$ cat src/rtl/core_operand_fetch.sv
// Operand fetch: register-file read, pending-write scoreboard, writeback bypass and a one-deep operand slot.
// Optional macro OPFETCH_STALL_CNT_EN adds stall_cnt_out, a saturating count of hazard stall cycles.
module core_operand_fetch #(
    parameter int DATA_W = 32,
    parameter int ADDR_W = 5,
    parameter int NREGS  = 32
) (
    input  logic              clk,
    input  logic              rst,
    input  logic              req_valid_in,
    output logic              req_ready_out,
    input  logic [ADDR_W-1:0] rs1_addr_in,
    input  logic [ADDR_W-1:0] rs2_addr_in,
    input  logic [ADDR_W-1:0] rd_addr_in,
    input  logic              rd_pending_in,
    output logic [ADDR_W-1:0] rf_read_addr1_out,
    output logic [ADDR_W-1:0] rf_read_addr2_out,
    input  logic [DATA_W-1:0] rf_read_data1_in,
    input  logic [DATA_W-1:0] rf_read_data2_in,
    input  logic              wb_we_in,
    input  logic [ADDR_W-1:0] wb_addr_in,
    input  logic [DATA_W-1:0] wb_data_in,
    input  logic              flush_in,
    output logic              op_valid_out,
    input  logic              op_ready_in,
    output logic [DATA_W-1:0] op1_data_out,
    output logic [DATA_W-1:0] op2_data_out,
    output logic [ADDR_W-1:0] op_rd_out,
    output logic              op_rd_pending_out
`ifdef OPFETCH_STALL_CNT_EN
    ,
    output logic [31:0]       stall_cnt_out
`endif
);

    // Handshakes: a beat moves when valid and ready are both high at a rising clk edge;
    // valid never waits on ready, and held data stays stable until it moves.
    typedef enum logic {EMPTY = 1'b0, FULL = 1'b1} state_t;

    state_t            state_q, state_d;
    logic [NREGS-1:0]  sb_q, sb_d;
    logic              wbhit1, wbhit2, hazard1, hazard2, hazard;
    logic              accept, transfer;
    logic [DATA_W-1:0] op1_d, op2_d;

    assign rf_read_addr1_out = rs1_addr_in;
    assign rf_read_addr2_out = rs2_addr_in;

    assign wbhit1  = wb_we_in && (wb_addr_in == rs1_addr_in) && (rs1_addr_in != '0);
    assign wbhit2  = wb_we_in && (wb_addr_in == rs2_addr_in) && (rs2_addr_in != '0);
    assign hazard1 = (rs1_addr_in != '0) && sb_q[rs1_addr_in] && !wbhit1;
    assign hazard2 = (rs2_addr_in != '0) && sb_q[rs2_addr_in] && !wbhit2;
    assign hazard  = req_valid_in && (hazard1 || hazard2);

    assign op_valid_out  = (state_q == FULL);
    assign transfer      = op_valid_out && op_ready_in;
    assign req_ready_out = !hazard && !flush_in && ((state_q == EMPTY) || op_ready_in);
    assign accept        = req_valid_in && req_ready_out;

    assign op1_d = (rs1_addr_in == '0) ? '0 : (wbhit1 ? wb_data_in : rf_read_data1_in);
    assign op2_d = (rs2_addr_in == '0) ? '0 : (wbhit2 ? wb_data_in : rf_read_data2_in);

    always_comb begin
        state_d = state_q;
        case (state_q)
            EMPTY: if (accept) state_d = FULL;
            FULL: begin
                if (flush_in)                 state_d = EMPTY;
                else if (transfer && !accept) state_d = EMPTY;
            end
            default: state_d = EMPTY;
        endcase
    end

    // Set wins over clear: a new pending write to rd outlives an older writeback to it.
    always_comb begin
        sb_d = sb_q;
        if (wb_we_in && (wb_addr_in != '0))
            sb_d[wb_addr_in] = 1'b0;
        if (flush_in && op_valid_out && op_rd_pending_out && !op_ready_in)
            sb_d[op_rd_out] = 1'b0;
        if (accept && rd_pending_in && (rd_addr_in != '0))
            sb_d[rd_addr_in] = 1'b1;
        sb_d[0] = 1'b0;
    end

    always_ff @(posedge clk) begin
        if (rst) begin
            state_q           <= EMPTY;
            sb_q              <= '0;
            op1_data_out      <= '0;
            op2_data_out      <= '0;
            op_rd_out         <= '0;
            op_rd_pending_out <= 1'b0;
        end else begin
            state_q <= state_d;
            sb_q    <= sb_d;
            if (accept) begin
                op1_data_out      <= op1_d;
                op2_data_out      <= op2_d;
                op_rd_out         <= rd_addr_in;
                op_rd_pending_out <= rd_pending_in && (rd_addr_in != '0);
            end
        end
    end

`ifdef OPFETCH_STALL_CNT_EN
    always_ff @(posedge clk) begin
        if (rst)
            stall_cnt_out <= '0;
        else if (hazard && !flush_in && (stall_cnt_out != 32'hFFFF_FFFF))
            stall_cnt_out <= stall_cnt_out + 32'd1;
    end
`endif

endmodule

$ cat config.mk
export PLATFORM = sky130hd
export DESIGN_NAME = core_operand_fetch
export DESIGN_NICKNAME = d
export VERILOG_FILES = /design/src/rtl/core_operand_fetch.sv
export SDC_FILE = /design/constraint.sdc
export NUM_CORES = 1
export LEC_CHECK = 0
export ABC_AREA = 1
export BUFFER_PORTS_ARGS = -buffer_cell sky130_fd_sc_hd__buf_2
export CORE_ASPECT_RATIO = 1.25
export CORE_UTILIZATION = 55
export CTS_CLUSTER_DIAMETER = 120
export DETAILED_ROUTE_END_ITERATION = 12
export GPL_ROUTABILITY_DRIVEN = 1
export HOLD_SLACK_MARGIN = 0.15
export PLACE_DENSITY = 0.92
export SYNTH_ARGS = -nofsm -noshare
export SYNTH_HDL_FRONTEND = slang
export SYNTH_SLANG_ARGS = --single-unit
$ cat constraint.sdc
create_clock -name clk -period 2.62 [get_ports clk]
set_clock_uncertainty 0.05 [all_clocks]
set_input_delay 0.131 -clock clk [delete_from_list [all_inputs] [get_ports clk]]
set_output_delay 0.131 -clock clk [all_outputs]
set_load 0.1 [all_outputs]
==> key figures, run 1 <==
GRT
  • Total global routing overflow: 1
  • First-pass GRT wire length: 48,400 um
  • Number of global-route vias before repair: 9,267
  • Total GRT Usage: 0.585
  • Largest net degree at the start of global routing: 59

Logic synthesis
  • Post-Syn Instances: 905
  • Post-synthesis compound-gate area fraction: 0.239
  • Xor/xnor share of the synthesized area: 0.00750
  • Largest family of logic cells by synthesized area: simple AND/OR/NAND/NOR gates
  • Post-synth top area share: 0.350
  • Mapped Area: 5840 um^2
  • Synth warnings: 0
  • Mux contribution to synthesized area: 0
  • Seq/Total Area, Yosys: 0.350
  • Area leader, netlist: dfxtp_1
  • Synth Area per Inst: 6.45 um^2
  • Adder-cell area share of the yosys netlist: 0
  • Synth top area cells: dfxtp_1 35%, nand2_1 19%, a21oi_1 13%
  • Post-synth cell types: 29
  • FF+latch count, synth: 102
  • Synthesized netlist net count: 1,028
  • Simple logic cell fraction of the synthesized area: 0.299

Die
  • Die width: 94.1 um
  • Num ports: 205
  • Initial Util: 0.572
  • Die H: 117 um
  • Core Rows: 41

Status
  • Stopped at: global routing (5_1_grt)
  • Error: [ERROR GRT-0116] Global routing finished with congestion. Check the congestion regions in the DRC Viewer.
  • Status: aborted with a tool error

Clock network
  • CTS root buf: clkbuf_16
  • H-tree depth: 3
  • Cts repair resizes: 0
  • Clk buf depth: 2
  • CTS Buf Count: 9
  • Clock sink total: 102

Placed design
  • Final HPWL DP: 14,700 um
  • GP Congestion: 1.01
  • IO Port Bufs: 204
synth_stat cells:
| cell | n |
|---|---|
| nor2_4 | 2 |
| a211oi_1 | 1 |
| nand2_1 | 298 |
| nand4_2 | 1 |
| a21boi_0 | 1 |
| nor3_1 | 10 |
| a21oi_1 | 153 |
| nor2_1 | 46 |
| clkbuf_2 | 2 |
| buf_2 | 10 |
| xnor2_1 | 5 |
| buf_4 | 27 |
| nor2_2 | 1 |
| a22o_1 | 30 |
| dfxtp_1 | 102 |
| o22ai_1 | 2 |
| nand4_1 | 4 |
| buf_1 | 1 |
| o21ai_0 | 22 |
| a31oi_1 | 3 |
| o211ai_1 | 9 |
| nand3_1 | 64 |
| or2_2 | 3 |
| inv_1 | 61 |
| o21a_1 | 1 |
| clkbuf_1 | 27 |
| o21ai_1 | 1 |
| o221ai_1 | 15 |
| inv_2 | 3 |
logic make-up after synthesis:
logic type	Yosys count
and+or+nand+nor	429
AOI/OAI and AO/OA	238
buffers and inverters	131
DFF	102
xor gates and xnor gates	5
metal layers:
| layer | track usage | overflow |
|---|---|---|
| met1 | 0.609 | 0 |
| met2 | 0.821 | 1 |
| met4 | 0.575 | 0 |
| met3 | 0.317 | 0 |
| met5 | 0.0278 | 0 |
per-stage QoR:
step / utilization / worst slack, ps / hold slack (ps) / instances / cell area (um^2)
floorplan: - / 514 / 224 / 905 / 5840
global placement: 0.670 / 52.8 / 363 / 1192 / 6840
detailed placement: 0.670 / 17.3 / 376 / 1192 / 6840
CTS: 0.811 / 87.2 / 152 / 1322 / 8280
timing repair:
action / in CTS
hold buffers: 114
hold endpoints to repair: 68
setup buffers: 0
==> run 2, diff against run 1 <==
CORE_ASPECT_RATIO = unset   (was 1.25)
CORE_UTILIZATION = 40   (was 55)
CTS_CLUSTER_DIAMETER = unset   (was 120)
HOLD_SLACK_MARGIN = unset   (was 0.15)
PLACE_DENSITY = unset   (was 0.92)
PLACE_DENSITY_LB_ADDON = 0.15   (was unset)
==> run 2 against run 1 <==
Compared with the run above: the flow now finishes without violations; area after synthesis is the same; synthesized cell count is the same.
==> key figures, run 2 <==
GRT
  • Number of global-route vias before repair: 5,974
  • Total GRT Usage: 0.263
  • First-pass GRT wire length: 30,800 um
  • Largest net degree at the start of global routing: 76
  • Total global routing overflow: 0
  • Initial antenna violation count: 0

Critical path
  • CP endpoint kind: primary output
  • Critical path required time: 2440 ps
  • Most used cell, CP: nand3_1
  • Slowest CP cell: dfxtp_1
  • Cell Chain, Critical Path: or2_2 -> nand3_1 -> nand3_1 -> nand3_1 -> nand3_1 -> nand3_1 -> nand2_1 -> a21boi_2 -> buf_12
  • Crit path buffers/inverters: 1
  • Worst R2R Start: sb_q[8]$_SDFF_PP0_
  • Worst Setup SP: sb_q[8]$_SDFF_PP0_
  • Critical path launch point type: register
  • Max stage delay on crit path: 360 ps
  • Crit path DAT: 1930 ps
  • Crit Path Class: reg -> out
  • CP delay by family, top: simple AND/OR/NAND/NOR gates
  • Worst-path fanout max: 3

Die
  • Core Rows: 43 (was 41)
  • Initial Util: 0.416 (was 0.572)
  • Die H: 123 um (was 117 um)
  • Die area: 15,100 um^2
  • Num ports: 205 (unchanged)
  • Die width: 123 um (was 94.1 um)
  • Core Area: 14,000 um^2

Logic synthesis
  • Post-synth cell types: 29 (unchanged)
  • Mapped Area: 5840 um^2 (unchanged)
  • Synth top area cells: dfxtp_1 35%, nand2_1 19%, a21oi_1 13% (unchanged)
  • Synth Area per Inst: 6.45 um^2 (unchanged)
  • FFs w/ async S/R, synth: 0 (unchanged)
  • Synthesized netlist net count: 1,028 (unchanged)
  • Post-synth EDFFs: 0 (unchanged)
  • Post-Syn Instances: 905 (unchanged)
  • FF+latch count, synth: 102 (unchanged)
  • Synth warnings: 0 (unchanged)
  • Top cells by count, synth: 298 x nand2_1, 153 x a21oi_1, 102 x dfxtp_1, 64 x nand3_1, 61 x inv_1 (unchanged)
  • Top-count cell post-synth: nand2_1 (unchanged)
  • Post-synth top area share: 0.350 (unchanged)
  • Seq/Total Area, Yosys: 0.350 (unchanged)
  • Top_reg_cell synth: dfxtp_1 (unchanged)
  • Area leader, netlist: dfxtp_1 (unchanged)

Detailed routing
  • Drt pass-1 iters: 5
  • DR DRC count: 0
  • WL final: 20,200 um
  • Initial DRC Count: 706
  • Post-detailed-route wirelength per cell: 16.1 um
  • Total number of vias: 6,779
  • Routed vias/inst: 5.41
  • Post-DRT Antenna Nets: 0

Clock network
  • Clk buf depth: 2 (unchanged)
  • CTS root buf: clkbuf_16 (unchanged)
  • CTS clk-pin slew, worst paths: 70 ps
  • H-tree depth: 3 (unchanged)
  • Post-CTS setup buffers: 0 (unchanged)
  • Clock latency on the worst-skew pair: 350 ps
  • CTS tree: done
  • Clock sink total: 102 (unchanged)
  • CTS Hold Buffers Added: 0 (was 114)
  • Cts repair resizes: 0 (unchanged)
  • CTS Buf Count: 9 (unchanged)

Status
  • Status: complete, no violations (was aborted with a tool error)

Power and ir drop
  • Comb power frac: 0.250
  • NetSw: 1.36 mW
  • Sequential share of power: 0.420
  • Internal power: 2.49 mW
  • VDD IR max: 0.366 mV
  • Sw Share: 0.354
  • Leakage power: 3.24 nW
  • Power Dens Cells: 536 nW/um^2
  • Clk pwr share: 0.330

Timing
  • Setup violators final: 0
  • Relative slew slack: 0.599
  • Hold_ws: 11.9 ps
  • Final hold viol count: 0
  • Slew Viols, Final: 0
  • Minimum clock period: 2110 ps
  • Fmax: 474 MHz
  • RSZ-0062 raised after global routing: no
  • Post-route setup TNS: 0 ps
  • Period utilization: 0.805
  • Slew of the pin with the lowest slew margin: 601 ps

Layout
  • Layout cell share with drive strength beyond 1: 0.230
  • Nets@finish: 1,191
  • Number of diodes: 0
  • Fill cell count: 1,468
  • Most frequent cells in the layout: 298 x nand2_1, 203 x buf_2, 153 x a21oi_1, 102 x dfxtp_1, 64 x nand3_1
  • Synthesis-to-finish area growth: 23.2%
  • Commonest non-fill, non-tap cell in the layout: nand2_1
  • Biggest regs: op1_data_out x32, op2_data_out x32, sb_q x31

Placed design
  • GP Congestion: 0.972 (was 1.01)
  • Final HPWL DP: 14,500 um (was 14,700 um)
  • IO Port Bufs: 204 (unchanged)

Hold path
  • Hold Crit Start: op_ready_in
  • HP Class: in -> reg

Run
  • Max-cap violations: 0
[run 2: cell counts after synthesis]
No cell type changed its count.
[run 2: routing by layer]
| layer | global-route usage | routed length [um] | vias to the layer above |
|---|---|---|---|
| li1 | - | - | 3329 |
| met5 | 0 | 0 | - |
| met1 | 0.375 | 8990 | 3084 |
| met3 | 0.0418 | 1900 | 34 |
| met4 | 0.0915 | 465 | 0 |
| met2 | 0.399 | 8800 | 332 |
[run 2: area by class of cell]
type	count	area, um^2	area share
flip-flops and latches	102	2040	0.284
clock inverters	5	42.5	0.00592
repair buffers	219	1200	0.167
well taps	180	225	0.0313
clock buffers	11	233	0.0324
inverters	64	240	0.0334
multi-input cells	672	3210	0.446
[run 2: worst reg2reg max path: stages, from the launching register on]
cell     delay [ps]
dfxtp_1         360
or2_2           290
nand3_1          70
nand3_1          70
nand3_1          80
nand3_1          70
nand3_1         170
nand4_4         140
inv_2           110
buf_12          260
nand2_1         140
a21oi_1         130
[run 2: stage by stage]
stage / worst slack (ps) / power, mW / utilization / area [um^2] / instances
CTS: 507 / 3.87 / 0.512 / 7190 / 1253
finish: 511 / 3.85 / 0.512 / 7190 / 1253
detailed placement: 401 / 2.61 / 0.492 / 6910 / 1237
floorplan: 514 / 2.36 / - / 5840 / 905
global route: 393 / 4.01 / 0.512 / 7190 / 1253
global placement: 449 / 2.61 / 0.492 / 6910 / 1237
[run 2: cells by family (layout without fill, tap and decap cells)]
family / after synthesis / in the layout / share of synthesized area
simple gates: 429 / 429 / 0.299
xor+xnor: 5 / 5 / 0.00750
compound gates: 238 / 238 / 0.239
flops: 102 / 102 / 0.350
buf+inv: 131 / 299 / 0.104
[run 2: path summary, 6_finish.rpt]
check | endpoint | slack (ps) | cells past startpoint
worst min-delay path | op_valid_out$_SDFF_PP0_ | 10 | 4
worst min register to register | op1_data_out[0]$_SDFFE_PP0P_ | 410 | 2
worst max register to register | op1_data_out[29]$_SDFFE_PP0P_ | 610 | 11
worst max-delay path | req_ready_out | 510 | 9
[run 2: power groups by stage]
stage	logic [mW]	registers [mW]	clock network, mW
2_1_floorplan	0.412	1.95	0
6_report	0.964	1.62	1.27
4_1_cts	0.959	1.62	1.29
3_3_place_gp	0.959	1.65	0
5_1_grt	1.03	1.62	1.36
3_5_place_dp	0.956	1.65	0
Note: power is estimated with default switching activity, not from simulation.
